[src/rtl/ps2_pkg.sv]
// Shared PS/2 definitions: FSM states, frame indices and default timing.
package ps2_pkg;

    typedef enum logic [2:0] {
        IDLE,
        INHIBIT,
        START,
        DATA,
        ACK,
        WAIT_IDLE
    } ps2_state_e;

    localparam int unsigned PS2_DATA_BITS   = 8;
    localparam int unsigned PS2_PARITY_FALL = 9;
    localparam int unsigned PS2_STOP_FALL   = 10;

    // 100 us request and 15 ms ACK window at a 50 MHz system clock
    localparam int unsigned PS2_INHIBIT_CYCLES_DEF = 5000;
    localparam int unsigned PS2_TIMEOUT_CYCLES_DEF = 750000;

    function automatic logic odd_parity(input logic [PS2_DATA_BITS-1:0] d);
        return ~^d;
    endfunction

endpackage

[src/rtl/ps2_host_tx_if.sv]
// Command handshake between the MiniAlu side and the PS/2 host transmitter.
interface ps2_host_tx_if;
    import ps2_pkg::*;

    logic [PS2_DATA_BITS-1:0] data;
    logic                     send;
    logic                     busy;
    logic                     done;
    logic                     error;

    modport master (output data, output send, input busy, input done, input error);
    modport slave  (input data, input send, output busy, output done, output error);

endinterface

[src/rtl/ps2_line_sync.sv]
// Two-flop synchronizer with falling-edge detect for one PS/2 line.
module ps2_line_sync (
    input  logic clk,
    input  logic rst,
    input  logic line,
    output logic level,
    output logic fall_c
);

    logic meta;
    logic prev;

    // Reset to the idle-high bus level so release never looks like a fall
    always_ff @(posedge clk) begin
        if (rst) begin
            meta  <= 1'b1;
            level <= 1'b1;
            prev  <= 1'b1;
        end else begin
            meta  <= line;
            level <= meta;
            prev  <= level;
        end
    end

    assign fall_c = prev & ~level;

endmodule

[src/rtl/ps2_host_tx.sv]
// PS/2 host-to-device command transmitter; outputs are open-drain "drive low" enables.
module ps2_host_tx
    import ps2_pkg::*;
#(
    parameter int unsigned INHIBIT_CYCLES = PS2_INHIBIT_CYCLES_DEF,
    parameter int unsigned TIMEOUT_CYCLES = PS2_TIMEOUT_CYCLES_DEF
) (
    input  logic           clk,
    input  logic           rst,
    ps2_host_tx_if.slave   host,
    input  logic           ps2_clk,
    input  logic           ps2_data,
    output logic           ps2_clk_low,
    output logic           ps2_data_low
);

    localparam int unsigned CNT_MAX = (TIMEOUT_CYCLES > INHIBIT_CYCLES) ? TIMEOUT_CYCLES : INHIBIT_CYCLES;
    localparam int unsigned CNT_W   = $clog2(CNT_MAX + 1);

    ps2_state_e               state;
    logic [PS2_DATA_BITS-1:0] data_q;
    logic                     parity_q;
    logic [CNT_W-1:0]         cnt;
    logic [3:0]               bit_cnt;
    logic                     busy;
    logic                     done;
    logic                     error;

    logic clk_sync;
    logic clk_fall_c;
    logic data_sync;
    logic unused_data_fall;
    logic timeout_c;

    ps2_line_sync u_clk_sync (
        .clk    (clk),
        .rst    (rst),
        .line   (ps2_clk),
        .level  (clk_sync),
        .fall_c (clk_fall_c)
    );

    ps2_line_sync u_data_sync (
        .clk    (clk),
        .rst    (rst),
        .line   (ps2_data),
        .level  (data_sync),
        .fall_c (unused_data_fall)
    );

    assign timeout_c = (state == DATA || state == ACK || state == WAIT_IDLE) &&
                       (cnt == CNT_W'(TIMEOUT_CYCLES - 1));

    // Single-process FSM; the one counter times both the request and the ACK window
    always_ff @(posedge clk) begin
        if (rst) begin
            state        <= IDLE;
            data_q       <= '0;
            parity_q     <= 1'b0;
            cnt          <= '0;
            bit_cnt      <= '0;
            ps2_clk_low  <= 1'b0;
            ps2_data_low <= 1'b0;
            busy         <= 1'b0;
            done         <= 1'b0;
            error        <= 1'b0;
        end else begin
            done  <= 1'b0;
            error <= 1'b0;
            if (timeout_c) begin
                ps2_clk_low  <= 1'b0;
                ps2_data_low <= 1'b0;
                error        <= 1'b1;
                busy         <= 1'b0;
                state        <= IDLE;
            end else begin
                case (state)
                    IDLE: begin
                        ps2_clk_low  <= 1'b0;
                        ps2_data_low <= 1'b0;
                        // A request coinciding with the completion pulse is dropped
                        if (host.send && !done && !error) begin
                            data_q      <= host.data;
                            parity_q    <= odd_parity(host.data);
                            busy        <= 1'b1;
                            ps2_clk_low <= 1'b1;
                            cnt         <= '0;
                            state       <= INHIBIT;
                        end
                    end
                    INHIBIT: begin
                        if (cnt == CNT_W'(INHIBIT_CYCLES - 1)) begin
                            ps2_data_low <= 1'b1;
                            state        <= START;
                        end else begin
                            cnt <= cnt + CNT_W'(1);
                        end
                    end
                    START: begin
                        ps2_clk_low <= 1'b0;
                        cnt         <= '0;
                        bit_cnt     <= '0;
                        state       <= DATA;
                    end
                    DATA: begin
                        cnt <= cnt + CNT_W'(1);
                        if (clk_fall_c) begin
                            bit_cnt <= bit_cnt + 4'd1;
                            if (bit_cnt < 4'(PS2_DATA_BITS)) begin
                                ps2_data_low <= ~data_q[bit_cnt[2:0]];
                            end else if (bit_cnt == 4'(PS2_PARITY_FALL - 1)) begin
                                ps2_data_low <= ~parity_q;
                            end else if (bit_cnt == 4'(PS2_STOP_FALL - 1)) begin
                                ps2_data_low <= 1'b0;
                                state        <= ACK;
                            end
                        end
                    end
                    ACK: begin
                        cnt <= cnt + CNT_W'(1);
                        if (clk_fall_c) begin
                            if (!data_sync) begin
                                state <= WAIT_IDLE;
                            end else begin
                                error <= 1'b1;
                                busy  <= 1'b0;
                                state <= IDLE;
                            end
                        end
                    end
                    WAIT_IDLE: begin
                        cnt <= cnt + CNT_W'(1);
                        if (clk_sync && data_sync) begin
                            done  <= 1'b1;
                            busy  <= 1'b0;
                            state <= IDLE;
                        end
                    end
                    default: begin
                        ps2_clk_low  <= 1'b0;
                        ps2_data_low <= 1'b0;
                        busy         <= 1'b0;
                        state        <= IDLE;
                    end
                endcase
            end
        end
    end

    assign host.busy  = busy;
    assign host.done  = done;
    assign host.error = error;

endmodule
[src/flat_wrapper.sv]
// flat-port wrapper written by rule: the top's interface ports become plain ports
module ps2_host_tx_flat import ps2_pkg::*;
#(
    parameter int unsigned INHIBIT_CYCLES = PS2_INHIBIT_CYCLES_DEF,
    parameter int unsigned TIMEOUT_CYCLES = PS2_TIMEOUT_CYCLES_DEF
)
  (clk, rst, ps2_clk, ps2_data, ps2_clk_low, ps2_data_low, host_data, host_send, host_busy, host_done, host_error);
  ps2_host_tx_if host_i ();
  input  logic clk;
  input  logic rst;
  input  logic ps2_clk;
  input  logic ps2_data;
  output logic ps2_clk_low;
  output logic ps2_data_low;
  input wire logic [$bits(host_i.data)-1:0] host_data;
  input wire logic [$bits(host_i.send)-1:0] host_send;
  output wire logic [$bits(host_i.busy)-1:0] host_busy;
  output wire logic [$bits(host_i.done)-1:0] host_done;
  output wire logic [$bits(host_i.error)-1:0] host_error;
  assign host_i.data = host_data;
  assign host_i.send = host_send;
  assign host_busy = host_i.busy;
  assign host_done = host_i.done;
  assign host_error = host_i.error;
  ps2_host_tx #(.INHIBIT_CYCLES(INHIBIT_CYCLES), .TIMEOUT_CYCLES(TIMEOUT_CYCLES)) u_core (.clk(clk), .rst(rst), .host(host_i), .ps2_clk(ps2_clk), .ps2_data(ps2_data), .ps2_clk_low(ps2_clk_low), .ps2_data_low(ps2_data_low));
endmodule
[config.mk]
export PLATFORM = sky130hd
export DESIGN_NAME = ps2_host_tx_flat
export DESIGN_NICKNAME = d
export VERILOG_FILES = /design/src/rtl/ps2_pkg.sv /design/src/rtl/ps2_host_tx_if.sv /design/src/rtl/ps2_line_sync.sv /design/src/rtl/ps2_host_tx.sv /design/src/flat_wrapper.sv
export SDC_FILE = /design/constraint.sdc
export NUM_CORES = 1
export LEC_CHECK = 0
export CAP_MARGIN = 20
export CELL_PAD_IN_SITES_DETAIL_PLACEMENT = 1
export CELL_PAD_IN_SITES_GLOBAL_PLACEMENT = 1
export CORE_MARGIN = 2
export CORE_UTILIZATION = 40
export DETAILED_ROUTE_END_ITERATION = 6
export PLACE_DENSITY = 0.8
export SYNTH_ARGS = -nofsm -noshare
export SYNTH_HDL_FRONTEND = slang
export SYNTH_SLANG_ARGS = --single-unit
[constraint.sdc]
create_clock -name clk -period 1.9 [get_ports clk]
set_clock_uncertainty 0.05 [all_clocks]
set_input_delay 0.38 -clock clk [delete_from_list [all_inputs] [get_ports clk]]
set_output_delay 0.38 -clock clk [all_outputs]
set_load 0.1 [all_outputs]
; Word level (Yosys, flattened, before mapping)
; Index checks and enable logic that the tools add are counted.
; Widths: inputs -> output; s select.
[classes]
addsub = 2
multipliers = 0
div_mod_pow = 0
order_cmp = 2
eq_ne = 20
shifts = 0
n_mux = 35
bitwise_logic = 8
reduce_logical = 24
[ops]
columns = cell, n
row1 = $pmux 20 s4, 1
row2 = $mux 20, 2
row3 = $mux 3, 9
row4 = $add 20x1->20 const B, 1
row5 = $eq 20x13->1 const B, 1
row6 = $eq 20x20->1 const B, 1
row7 = $pmux 3 s6, 1
row8 = $mux 1, 16
row9 = $ne 2x2->1 const B, 6
row10 = $reduce_or 3->1, 4
row11 = $eq 4x4->1 const B, 2
row12 = $ne 2x1->1 const B, 4
row13 = $pmux 4 s2, 1
row14 = $reduce_and 4->1, 2
row15 = $reduce_and 8->1, 1
row16 = $reduce_xnor 8->1, 1
row17 = $not 1->1, 7
row18 = $eq 3x2->1 const B, 2
row19 = $eq 3x3->1 const B, 2
row20 = $reduce_and 3->1, 2
row21 = $reduce_and 5->1, 1
row22 = $add 4x1->4 const B, 1
row23 = $logic_and 1x1->1, 4
row24 = $lt 3x4->1 const B, 1
row25 = other kinds (16), 18
[word_totals]
regBits = 46
latchBits = 0
ram_bits = 0
romBits = 0
mem_count = 0

; Logic depth before layout (Yosys ltp)
; Gate-level depths: netlist of the first run.
[logic_depth]
depth_word = 6
mapped_depth = 8
depth_no_buf = 7

; Cells and area by module
; From an unflattened synthesis of the first run, not the netlist that was laid out.
[unflattened]
cells_unflattened = 315
hier_area_um2 = 2591.2
[modules_own_cells]
columns = mod, n_inst, cells_each, area_each_um2, seq_area_each_um2
row1 = ps2_host_tx, 1, 301, 2421.1, 820.8
row2 = ps2_line_sync, 2, 7, 85.1, 60.1

; Least setup slack after synthesis of the first run
; OpenSTA, ideal clock, no wires.
[synth_timing]
path_type = register to register
start = register u_core.done (netlist: u_core.host.done)
end = register u_core.cnt[18]
setup_time_ns = 0.101
t_arrival_ns = 2.031
required_time_ns = 1.749
setup_slack_ns = -0.282
path_stages_with_launch = 6
path_buffers = 1
path_cell_list = dfxtp_1 > nor3b_1 > clkbuf_1 > o21a_1 > or3_1 > o41ai_1
[synth_between]
elab_chain_cells = 5
[synth_rtl]
columns = element, line_no
row1 = from (decl), ps2_host_tx.sv:26  ; logic done;
row2 = from (signal assigned), ps2_host_tx.sv:65  ; done <= 1'b0;
row3 = from (signal assigned), ps2_host_tx.sv:68  ; done <= 1'b0;
row4 = from (signal assigned), ps2_host_tx.sv:134  ; done <= 1'b1;
row5 = $logic_not 1->1, ps2_host_tx.sv:82  ; if (host.send && !done && !error) begin
row6 = $logic_and 1x1->1 (2 in series), ps2_host_tx.sv:82
row7 = $ne 2x1->1 (no source line), n/a
row8 = $reduce_and 4->1 (no source line), n/a
row9 = to (signal assigned), ps2_host_tx.sv:96  ; cnt <= cnt + CNT_W'(1);
row10 = to (signal assigned), ps2_host_tx.sv:106  ; cnt <= cnt + CNT_W'(1);
row11 = to (signal assigned), ps2_host_tx.sv:120  ; cnt <= cnt + CNT_W'(1);
row12 = to (decl), ps2_host_tx.sv:23  ; logic [CNT_W-1:0] cnt;
; No other way between the ends.
; A chain may end at the register's enable or synchronous reset.

; Worst setup path after layout of the first run
[layout_timing]
start = register u_core.cnt[1]
end = register u_core.cnt[18]
[layout_between]
elab_chain_cells = 4
[layout_rtl]
columns = element
row1 = branches (longest 4 deep; another with $add 20x1->20)
; Several ways; the timed one is not identified. The select of a mux whose other input is x is not followed.

==> impl_metrics.sql, run 1 <==
INSERT INTO impl_metrics (metric_group, metric, value, unit) VALUES
('final_layout', 'final_util', '58.38', '%'),
('final_layout', 'design_area', '3665', 'um2'),
('yosys', 'yosys_warnings', '0', ''),
('clocking', 'clkLatencyLatePin', '0.30', 'ns'),
('routing', 'ant_nets', '0', ''),
('sta', 'setup_slack', '-0.09112', 'ns'),
('yosys', 'synth_seq_area_share', '35.97', '%'),
('yosys', 'synth_top_area_share', '35.97', '%'),
('yosys', 'synth_compound_area_share', '19.75', '%'),
('global_route', 'globalRouteMet3Util', '3.858', '%'),
('pwr', 'p_total', '2.121', 'mW'),
('pwr', 'cellPowerDensity', '578.7', 'nW/um2'),
('pwr', 'power.switching', '0.5647', 'mW'),
('yosys', 'synth_simple_gate_area_share', '31.62', '%'),
('sta', 'worst_slew_pin_slew', '0.4429', 'ns'),
('sta', 'fin_worst_hold_slack', '0.3779', 'ns'),
('final_layout', 'design.final.nets', '398', ''),
('clocking', 'cts_root_buf', 'sky130_fd_sc_hd__clkbuf_8', ''),
('clocking', 'clock_net_sink_count', '46', ''),
('pwr', 'power.share.clock', '34.5', '%'),
('sta', 'min_period_over_period', '104.8', '%'),
('place', 'io_buffer_count', '17', ''),
('outcome', 'violated_checks', 'negative setup slack', ''),
('floorplan', 'core', '6277', 'um2'),
('yosys', 'syn_area', '2560', 'um2'),
('yosys', 'synth_most_common_cell', 'sky130_fd_sc_hd__dfxtp_1', ''),
('worst_setup_path', 'reg2reg_setup_slack', '-0.09', 'ns'),
('clocking', 'cts_max_level', '2', ''),
('floorplan', 'initial_core_util', '40.78', '%'),
('sta', 'final.min_clock_period', '1.991', 'ns'),
('flow_run', 'drv_cap', '0', ''),
('global_route', 'grt_pass1_vias', '2940', ''),
('floorplan', 'fp.dieArea', '7056', 'um2'),
('clocking', 'cts_tree', 'built', ''),
('worst_setup_path', 'crit_chain', 'ha_4 -> and4bb_2 -> o211ai_1 -> nor2_4 -> buf_6 -> buf_4 -> o311ai_4 -> o41ai_2', ''),
('sta', 'finalSetupViolCount', '17', ''),
('yosys', 'synth_top_area_cell', 'sky130_fd_sc_hd__dfxtp_1', ''),
('pwr', 'power.leakage', '1.398', 'nW'),
('worst_hold_path', 'min_to', 'u_core.u_clk_sync.level', ''),
('pwr', 'netSwitchingFraction', '26.63', '%'),
('pwr', 'worst_vdd_ir', '0.3904', 'mV'),
('worst_setup_path', 'required', '2.03', 'ns'),
('floorplan', 'die_h', '84', 'um'),
('worst_hold_path', 'hold_path_depth', '1', ''),
('sta', 'rsz0062_at_grt', 'yes', ''),
('sta', 'achievable-frequency', '502.2', 'MHz'),
('yosys', 'async_flop_share', '0', '%'),
('final_layout', 'final_layout_size_suffix_gt1_share', '37.34', '%'),
('sta', 'hold_violations', '0', ''),
('place', 'area_post_placement', '3251', 'um2'),
('routing', 'drt_pre_antenna_iters', '4', ''),
('global_route', 'grt.total_usage', '25.41', '%'),
('place', 'dp_hpwl', '6.312', 'mm'),
('worst_setup_path', 'timing_worst_setup_path_type', 'reg2reg', ''),
('outcome', 'run_status', 'finished with violations', ''),
('place', 'place_congestion', '0.8731', ''),
('routing', 'via_count', '2729', ''),
('yosys', 'post_synth_main_area_contributors', 'sky130_fd_sc_hd__dfxtp_1 (36%), sky130_fd_sc_hd__a21oi_1 (6.1%), sky130_fd_sc_hd__nand2_1 (5.3%)', ''),
('global_route', 'initial_antenna_violation_count', '0', ''),
('yosys', 'synth_edf_count', '0', ''),
('clocking', 'numCtsBuffers', '5', ''),
('yosys', 'dominantRegCellSynth', 'sky130_fd_sc_hd__dfxtp_1', ''),
('floorplan', 'dieWidth', '84', 'um'),
('sta', 'timing.final.max_slew_violations', '0', ''),
('yosys', 'syn_area_per_cell', '8.533', 'um2'),
('routing', 'detail_route.iter0.violations', '133', ''),
('routing', 'drcViolationCount', '0', ''),
('final_layout', 'layout-area-overhead-vs-synth', '43.16', '%'),
('worst_setup_path', 'crit_path_launch', 'u_core.cnt[1]', ''),
('global_route', 'globalRoute.totalOverflow', '0', ''),
('global_route', 'first_pass_grt_wire_length', '14.30', 'mm');
repair_timing:
action / in CTS / in global routing
pin swaps: 6 / 24
gates resized for setup: 16 / 33
endpoints found under the hold margin: 0 / 0
buffers inserted: 6 / 10
hold buffers: 0 / 0
endpoints found under the setup margin: 21 / 28
logic make-up after synthesis:
logic type / Yosys count
multiplexers: 8
XOR/XNOR: 7
flip-flops: 46
AO/OA/AOI/OAI: 72
buffers and inverters: 24
adder cells (fa/ha/maj): 3
AND/OR/NAND/NOR: 140
layout by cell type, fill, tap and decap left out, drive strengths merged, types with 7 or more instances in the layout:
cell type      synthesis  layout
a21oi                 31      31
a311oi                 7       7
and3                   8       8
buf                    7      80
clkbuf                10       7
clkdlybuf4s50          0      11
dfxtp                 46      46
inv                    7       7
nand2                 37      37
nand3                 20      20
nand4                  9       9
nor2                  12      12
nor3                   7       7
o21ai                 12      12
or2                    8       8
or3                   10      10
xnor2                  7       7
worst max-delay path: cells and delay by family, from the launching register on:
kind            cells  cell delay [ns]
fa+ha+maj           1             0.16
compound gates      3             0.65
buf+inv             2             0.31
simple gates        2             0.35
flops               1             0.35
flip-flops by register name (all words and copies together) (netlist names):
| register | flops |
|---|---|
| u_core.state | 3 |
| u_core.host.error | 1 |
| u_core.u_clk_sync.level | 1 |
| u_core.host.busy | 1 |
| u_core.ps2_clk_low | 1 |
| u_core.u_clk_sync.prev | 1 |
| u_core.ps2_data_low | 1 |
| u_core.u_clk_sync.meta | 1 |
| u_core.u_data_sync.meta | 1 |
| u_core.u_data_sync.level | 1 |
| u_core.bit_cnt | 4 |
| u_core.parity_q | 1 |
| u_core.cnt | 20 |
| u_core.host.done | 1 |
| u_core.data_q | 8 |
worst max-delay path by stage:
stage	end	slack [ns]	depth (start not counted)
after floorplan	u_core.cnt[3]	0.006	7
after global placement	u_core.cnt[14]	-0.39	6
after detailed placement	u_core.cnt[3]	-0.50	7
after CTS	u_core.cnt[4]	-0.07	8
after global routing	u_core.bit_cnt[3]	-0.15	7
final	u_core.cnt[18]	-0.09	8
power groups by stage:
stage          sequential [mW]  clock (mW)  combinational [mW]
2_1_floorplan             1.06           0               0.163
3_3_place_gp              1.03           0               0.321
3_5_place_dp              1.03           0               0.333
4_1_cts                   1.01       0.747               0.355
5_1_grt                   1.01       0.770               0.406
6_report                  1.01       0.731               0.379
per-layer routing:
metal  part of all wire, %  wire length, um
met3                   3.1              296
met1                    40             3848
met5                     0                0
met4                   2.4              234
met2                    54             5198
final cells by class:
class / count / area, um2
fillers: 719 / 2613
multi-input cells: 230 / 1670
flip-flops and latches: 46 / 940.9
repair buffers: 92 / 824.5
well taps: 77 / 96.34
clock buffers: 7 / 76.32
clock inverters: 1 / 30.03
inverters: 7 / 26.28
Note: power is estimated with default switching activity, not from simulation.
==> run 2, diff against run 1 <==
--- a/config.mk
+++ b/config.mk
@@ -12,6 +12,7 @@
 export CORE_UTILIZATION = 40
 export DETAILED_ROUTE_END_ITERATION = 6
 export PLACE_DENSITY = 0.8
+export SKIP_CTS_REPAIR_TIMING = 1
 export SYNTH_ARGS = -nofsm -noshare
 export SYNTH_HDL_FRONTEND = slang
 export SYNTH_SLANG_ARGS = --single-unit
==> run 2 against run 1 <==
The flow still finishes with violations (negative setup slack). Sequential cell count is the same. Critical path depth is the same. Global-route usage shrank 1.5 points. Non-clock buffer count shrank 6. Count of clock-buffer cells in the layout is the same. Fmax grew 1.9%. Register-to-register slack gained 0.04 ns. Combinational power shrank 3%. Sequential share of layout area grew 0.16 points.
==> impl_metrics.sql, run 2 (same netlist as run 1, synthesis figures left out) <==
INSERT INTO impl_metrics (metric_group, metric, value, unit) VALUES
('global_route', 'globalRoute.totalOverflow', '0', ''),
('sta', 'finalSetupViolCount', '12', ''),
('clocking', 'numCtsBuffers', '5', ''),
('sta', 'setup_total_negative_slack', '-0.2618', 'ns'),
('place', 'area_post_placement', '3251', 'um2'),
('global_route', 'grt_pass1_vias', '2815', ''),
('sta', 'timing.final.max_slew_violations', '0', ''),
('flow_run', 'drv_cap', '0', ''),
('floorplan', 'initial_core_util', '40.78', '%'),
('sta', 'worst_slew_pin_slew', '0.4247', 'ns'),
('worst_setup_path', 'worstPathArrival', '2.16', 'ns'),
('final_layout', 'most-common-layout-cells', 'sky130_fd_sc_hd__buf_4 (60), sky130_fd_sc_hd__dfxtp_1 (37), sky130_fd_sc_hd__nand2_1 (36)', ''),
('sta', 'relSlewSlack', '71.47', '%'),
('pwr', 'worst_vdd_ir', '0.3221', 'mV'),
('clocking', 'cts_root_buf', 'sky130_fd_sc_hd__clkbuf_8', ''),
('final_layout', 'layout-area-overhead-vs-synth', '41.30', '%'),
('worst_setup_path', 'endpoint_kind', 'flop', ''),
('worst_setup_path', 'worst_path_max_delay_cell', 'sky130_fd_sc_hd__or4_1', ''),
('pwr', 'power.leakage', '1.373', 'nW'),
('global_route', 'first_pass_grt_wire_length', '13.63', 'mm'),
('sta', 'setup_slack', '-0.05487', 'ns'),
('floorplan', 'rows', '29', ''),
('worst_setup_path', 'timing.critical_path.depth', '8', ''),
('global_route', 'grt.total_usage', '23.91', '%'),
('routing', 'avgRoutedWirePerCell', '20.32', 'um'),
('final_layout', 'final_layout_size_suffix_gt1_share', '36.07', '%'),
('worst_setup_path', 'required', '2.10', 'ns'),
('clocking', 'cts_max_path_buffers', '2', ''),
('clocking', 'clkLatencyLatePin', '0.31', 'ns'),
('clocking', 'clock_net_sink_count', '46', ''),
('final_layout', 'biggestRegsByFlops', 'u_core.cnt x20, u_core.data_q x8, u_core.bit_cnt x4', ''),
('routing', 'drt_pre_antenna_iters', '5', ''),
('routing', 'sum_of_routed_wire_length_over_all_layers', '9.225', 'mm'),
('routing', 'route.detailed.vias_per_inst', '5.896', ''),
('final_layout', 'layout.cells.most_common', 'sky130_fd_sc_hd__buf_4', ''),
('final_layout', 'design.final.nets', '392', ''),
('worst_hold_path', 'hold_class', 'reg2reg', ''),
('worst_setup_path', 'ff2ff_path_depth', '8', ''),
('worst_setup_path', 'timing_worst_setup_path_type', 'reg2reg', ''),
('clocking', 'cts_max_level', '2', ''),
('final_layout', 'regMostFlops', 'u_core.cnt', ''),
('floorplan', 'fp.dieArea', '7056', 'um2'),
('worst_hold_path', 'hold_path_depth', '1', ''),
('floorplan', 'dieWidth', '84', 'um'),
('final_layout', 'antenna_cell_count', '0', ''),
('sta', 'final.min_clock_period', '1.955', 'ns'),
('final_layout', 'design_area', '3617', 'um2'),
('global_route', 'pin_count_of_the_biggest_net_entering_global_routing', '17', ''),
('place', 'dp_hpwl', '6.312', 'mm'),
('worst_setup_path', 'worstPathMaxFanout', '6', ''),
('sta', 'rsz0062_at_grt', 'yes', ''),
('routing', 'via_count', '2677', ''),
('outcome', 'run_status', 'finished with violations', ''),
('outcome', 'violated_checks', 'negative setup slack', ''),
('worst_setup_path', 'crit_path_max_incr_delay', '0.51', 'ns'),
('worst_setup_path', 'critical_path_s_top_delay_family', 'simple AND/OR/NAND/NOR gates', ''),
('worst_setup_path', 'crit_chain', 'ha_4 -> and4bb_2 -> o211ai_1 -> buf_4 -> nor2_4 -> buf_6 -> or4_1 -> a21oi_2', ''),
('global_route', 'initial_antenna_violation_count', '0', ''),
('floorplan', 'die_h', '84', 'um'),
('routing', 'detail_route.iter0.violations', '122', ''),
('clocking', 'cts_tree', 'built', ''),
('sta', 'min_period_over_period', '102.9', '%'),
('routing', 'ant_nets', '0', ''),
('worst_setup_path', 'path_buf_inv', '2', ''),
('floorplan', 'ioPinCount', '18', ''),
('routing', 'drcViolationCount', '0', ''),
('worst_setup_path', 'reg2reg_setup_slack', '-0.05', 'ns'),
('place', 'place_congestion', '0.8731', ''),
('place', 'io_buffer_count', '17', ''),
('clocking', 'clkTransAtPathRegs', '0.09', 'ns'),
('worst_setup_path', 'crit_path_start_kind', 'flop', ''),
('floorplan', 'core', '6277', 'um2'),
('sta', 'achievable-frequency', '511.5', 'MHz'),
('pwr', 'cellPowerDensity', '587.0', 'nW/um2'),
('final_layout', 'largest_register_ff_count', '20', ''),
('sta', 'hold_violations', '0', '');
==> run 2: worst paths after layout <==
check | from | end
setup reg to reg | u_core.cnt[0] | u_core.cnt[17]
hold / removal | u_core.u_clk_sync.meta | u_core.u_clk_sync.level
hold reg to reg | u_core.u_clk_sync.meta | u_core.u_clk_sync.level
setup / recovery | u_core.cnt[0] | u_core.cnt[17]
==> run 2: final cells by class <==
| class | instances | area [um2] |
|---|---|---|
| sequential | 46 | 934.6 |
| tap | 77 | 96.34 |
| fill | 721 | 2660 |
| clock inverter | 1 | 30.03 |
| timing repair buffer | 86 | 777.0 |
| multi-input combinational | 230 | 1677 |
| clock buffer | 7 | 76.32 |
| inverter | 7 | 26.28 |
==> run 2: worst reg2reg max path: cells and delay by family, from the launching register on <==
| family | cells | cell delay, ns |
|---|---|---|
| adders and majority gates | 1 | 0.15 |
| buffers and inverters | 2 | 0.31 |
| DFF | 1 | 0.35 |
| AOI/OAI and AO/OA | 2 | 0.24 |
| and+or+nand+nor | 3 | 0.80 |
==> run 2: power by group <==
part	switching (mW)	internal [mW]	leakage [nW]
registers	0.0216	0.990	0.379
clock network	0.349	0.394	0.0524
logic	0.200	0.168	0.942
total	0.570	1.55	1.37
==> run 2: per-stage QoR <==
stage                     setup slack, ns  instances  util [%]  total power [mW]  hold WS (ns)
after floorplan                  0.005701        300         -             1.221        0.3395
after global routing              -0.1192        454     57.62             2.196        0.3897
after global placement            -0.3928        437     51.78             1.352        0.3419
after detailed placement          -0.5021        437     51.78             1.365        0.3599
after CTS                         -0.2923        445     53.48             2.091        0.3830
final                            -0.05487        454     57.62             2.123        0.3793
==> run 2: per-layer routing <==
metal / wire length, um / global-route usage, % / part of all wire, % / up-vias
met1: 3667 / 28.21 / 40 / 1316
met3: 234 / 3.462 / 2.5 / 32
met5: 0 / 0 / 0 / -
met4: 314 / 7.038 / 3.4 / 0
li1: - / - / - / 1271
met2: 5009 / 44.51 / 54 / 58
==> run 3, diff against run 2 <==
--- a/config.mk
+++ b/config.mk
@@ -9,10 +9,11 @@
 export CELL_PAD_IN_SITES_DETAIL_PLACEMENT = 1
 export CELL_PAD_IN_SITES_GLOBAL_PLACEMENT = 1
 export CORE_MARGIN = 2
-export CORE_UTILIZATION = 40
+export CORE_UTILIZATION = 30
 export DETAILED_ROUTE_END_ITERATION = 6
-export PLACE_DENSITY = 0.8
+export PLACE_DENSITY = 0.66
 export SKIP_CTS_REPAIR_TIMING = 1
+export SKIP_LAST_GASP = 1
 export SYNTH_ARGS = -nofsm -noshare
 export SYNTH_HDL_FRONTEND = slang
 export SYNTH_SLANG_ARGS = --single-unit
==> run 3 against run 2 <==
The flow still finishes with violations (negative setup slack). Routed wire length decreased by 11%. Sequential power barely moved. Sequential share of layout area up 0.43 points. Worst hold slack worse by 0.014 ns. Fmax up 2.6%. Largest power group unchanged.
==> impl_metrics.sql, run 3 (same netlist as run 1, synthesis figures left out) <==
INSERT INTO impl_metrics (metric_group, metric, value, unit) VALUES
('sta', 'achievable-frequency', '524.8', 'MHz'),
('final_layout', 'largest_register_ff_count', '20', ''),
('place', 'dp_hpwl', '5.985', 'mm'),
('floorplan', 'die_h', '96.38', 'um'),
('clocking', 'clkTransAtPathRegs', '0.10', 'ns'),
('clocking', 'cts_tree', 'built', ''),
('routing', 'drcViolationCount', '0', ''),
('outcome', 'run_status', 'finished with violations', ''),
('sta', 'timing.final.max_slew_violations', '0', ''),
('routing', 'sum_of_routed_wire_length_over_all_layers', '8.202', 'mm'),
('final_layout', 'regMostFlops', 'u_core.cnt', ''),
('worst_setup_path', 'timing_worst_setup_path_type', 'reg2reg', ''),
('worst_setup_path', 'reg2reg_setup_slack', '-0.006', 'ns'),
('pwr', 'worst_vdd_ir', '0.2806', 'mV'),
('pwr', 'power.leakage', '1.354', 'nW'),
('worst_setup_path', 'endpoint_kind', 'flop', ''),
('clocking', 'numCtsBuffers', '5', ''),
('flow_run', 'drv_cap', '0', ''),
('worst_setup_path', 'worstPathMaxFanout', '8', ''),
('worst_setup_path', 'required', '2.07', 'ns'),
('routing', 'avgRoutedWirePerCell', '17.09', 'um'),
('pwr', 'p_total', '2.063', 'mW'),
('routing', 'detail_route.iter0.violations', '80', ''),
('final_layout', 'design.final.nets', '390', ''),
('routing', 'route.detailed.vias_per_inst', '5.400', ''),
('routing', 'via_count', '2592', ''),
('floorplan', 'core', '8258', 'um2'),
('final_layout', 'layout.cells.most_common', 'sky130_fd_sc_hd__buf_4', ''),
('worst_hold_path', 'min_to', 'u_core.u_data_sync.level', ''),
('final_layout', 'biggestRegsByFlops', 'u_core.cnt x20, u_core.data_q x8, u_core.bit_cnt x4', ''),
('place', 'area_post_placement', '3288', 'um2'),
('worst_setup_path', 'worstPathArrival', '2.08', 'ns'),
('global_route', 'first_pass_grt_wire_length', '13.03', 'mm'),
('worst_setup_path', 'ff2ff_path_depth', '5', ''),
('routing', 'drt_pre_antenna_iters', '4', ''),
('worst_setup_path', 'timing.rr.end', 'u_core.cnt[2]', ''),
('place', 'place_congestion', '0.9204', ''),
('floorplan', 'initial_core_util', '31.00', '%'),
('global_route', 'globalRoute.totalOverflow', '0', ''),
('global_route', 'pin_count_of_the_biggest_net_entering_global_routing', '16', ''),
('worst_setup_path', 'worstReg2RegStart', 'u_core.state[1]', ''),
('final_layout', 'antenna_cell_count', '0', ''),
('pwr', 'cellPowerDensity', '576.8', 'nW/um2'),
('clocking', 'clkLatencyLatePin', '0.31', 'ns'),
('sta', 'setup_slack', '-0.005608', 'ns'),
('outcome', 'violated_checks', 'negative setup slack', ''),
('global_route', 'grt.total_usage', '18.29', '%'),
('sta', 'final.min_clock_period', '1.906', 'ns'),
('final_layout', 'most-common-layout-cells', 'sky130_fd_sc_hd__buf_4 (63), sky130_fd_sc_hd__nand2_1 (36), sky130_fd_sc_hd__dfxtp_1 (33)', ''),
('sta', 'relSlewSlack', '56.98', '%'),
('worst_hold_path', 'hold_class', 'reg2reg', ''),
('floorplan', 'dieWidth', '96.38', 'um'),
('sta', 'rsz0062_at_grt', 'yes', ''),
('clocking', 'cts_root_buf', 'sky130_fd_sc_hd__clkbuf_8', ''),
('floorplan', 'fp.dieArea', '9288', 'um2'),
('routing', 'ant_nets', '0', ''),
('floorplan', 'ioPinCount', '18', ''),
('sta', 'worst_slew_pin_slew', '0.6385', 'ns'),
('worst_hold_path', 'timing.hold.worst.start', 'u_core.u_data_sync.meta', ''),
('final_layout', 'final_layout_size_suffix_gt1_share', '36.27', '%'),
('sta', 'min_period_over_period', '100.3', '%'),
('global_route', 'grt_pass1_vias', '2591', ''),
('sta', 'setup_total_negative_slack', '-0.008852', 'ns'),
('worst_hold_path', 'hold_path_depth', '1', ''),
('global_route', 'initial_antenna_violation_count', '0', ''),
('clocking', 'cts_max_level', '2', ''),
('clocking', 'clock_net_sink_count', '46', ''),
('final_layout', 'design_area', '3577', 'um2'),
('sta', 'finalSetupViolCount', '2', ''),
('floorplan', 'rows', '33', ''),
('final_layout', 'layout-area-overhead-vs-synth', '39.74', '%'),
('place', 'io_buffer_count', '17', ''),
('worst_setup_path', 'crit_path_start_kind', 'flop', ''),
('clocking', 'cts_max_path_buffers', '2', ''),
('sta', 'hold_violations', '0', '');
run 3: how the worst max path moves through the flow:
stage,from,endpoint,slack [ns],cells after the start
4_1_cts,u_core.cnt[3],u_core.cnt[2],-0.32,7
3_3_place_gp,host_send,u_core.cnt[14],-0.40,6
3_5_place_dp,host_send,u_core.cnt[14],-0.46,6
5_1_grt,u_core.cnt[19],u_core.cnt[19],-0.11,7
6_report,u_core.state[1],u_core.cnt[2],-0.006,5
2_1_floorplan,u_core.host.error,u_core.cnt[3],0.006,7
run 3: area by class of cell:
type	instances	area [um2]
repair buffers	84	740.7
clock inverters	1	8.758
multi-input cells	230	1634
well taps	105	131.4
clock buffers	7	96.34
flip-flops and latches	46	939.7
inverters	7	26.28
fillers	993	4681
run 3: per-layer routing:
layer	vias up	wire [um]	track usage, %
met1	1273	3586	23.20
met3	14	242	2.793
li1	1266	-	-
met5	-	0	0
met2	39	4231	32.75
met4	0	141	3.873
run 3: report_power, final:
part | switching, mW | internal [mW] | total, mW
clock network | 0.365 | 0.334 | 0.699
logic | 0.188 | 0.166 | 0.354
registers | 0.0194 | 0.990 | 1.01
total | 0.573 | 1.49 | 2.06
run 3: stage by stage:
| step | instances | setup WS (ns) | hold WS [ns] | util, % |
|---|---|---|---|---|
| after CTS | 475 | -0.3159 | 0.3706 | 41.09 |
| final | 480 | -0.005608 | 0.3649 | 43.32 |
| after global routing | 480 | -0.1073 | 0.3941 | 43.32 |
| after global placement | 467 | -0.3964 | 0.3405 | 39.82 |
| after detailed placement | 467 | -0.4577 | 0.3467 | 39.82 |
| after floorplan | 300 | 0.005701 | 0.3395 | - |
run 3: critical path, cell delays in order, from the launching register on:
cell	delay (ns)
sky130_fd_sc_hd__dfxtp_2	0.37
sky130_fd_sc_hd__buf_4	0.15
sky130_fd_sc_hd__nand2_1	0.27
sky130_fd_sc_hd__o21ai_0	0.34
sky130_fd_sc_hd__or2_2	0.37
sky130_fd_sc_hd__a311oi_2	0.27
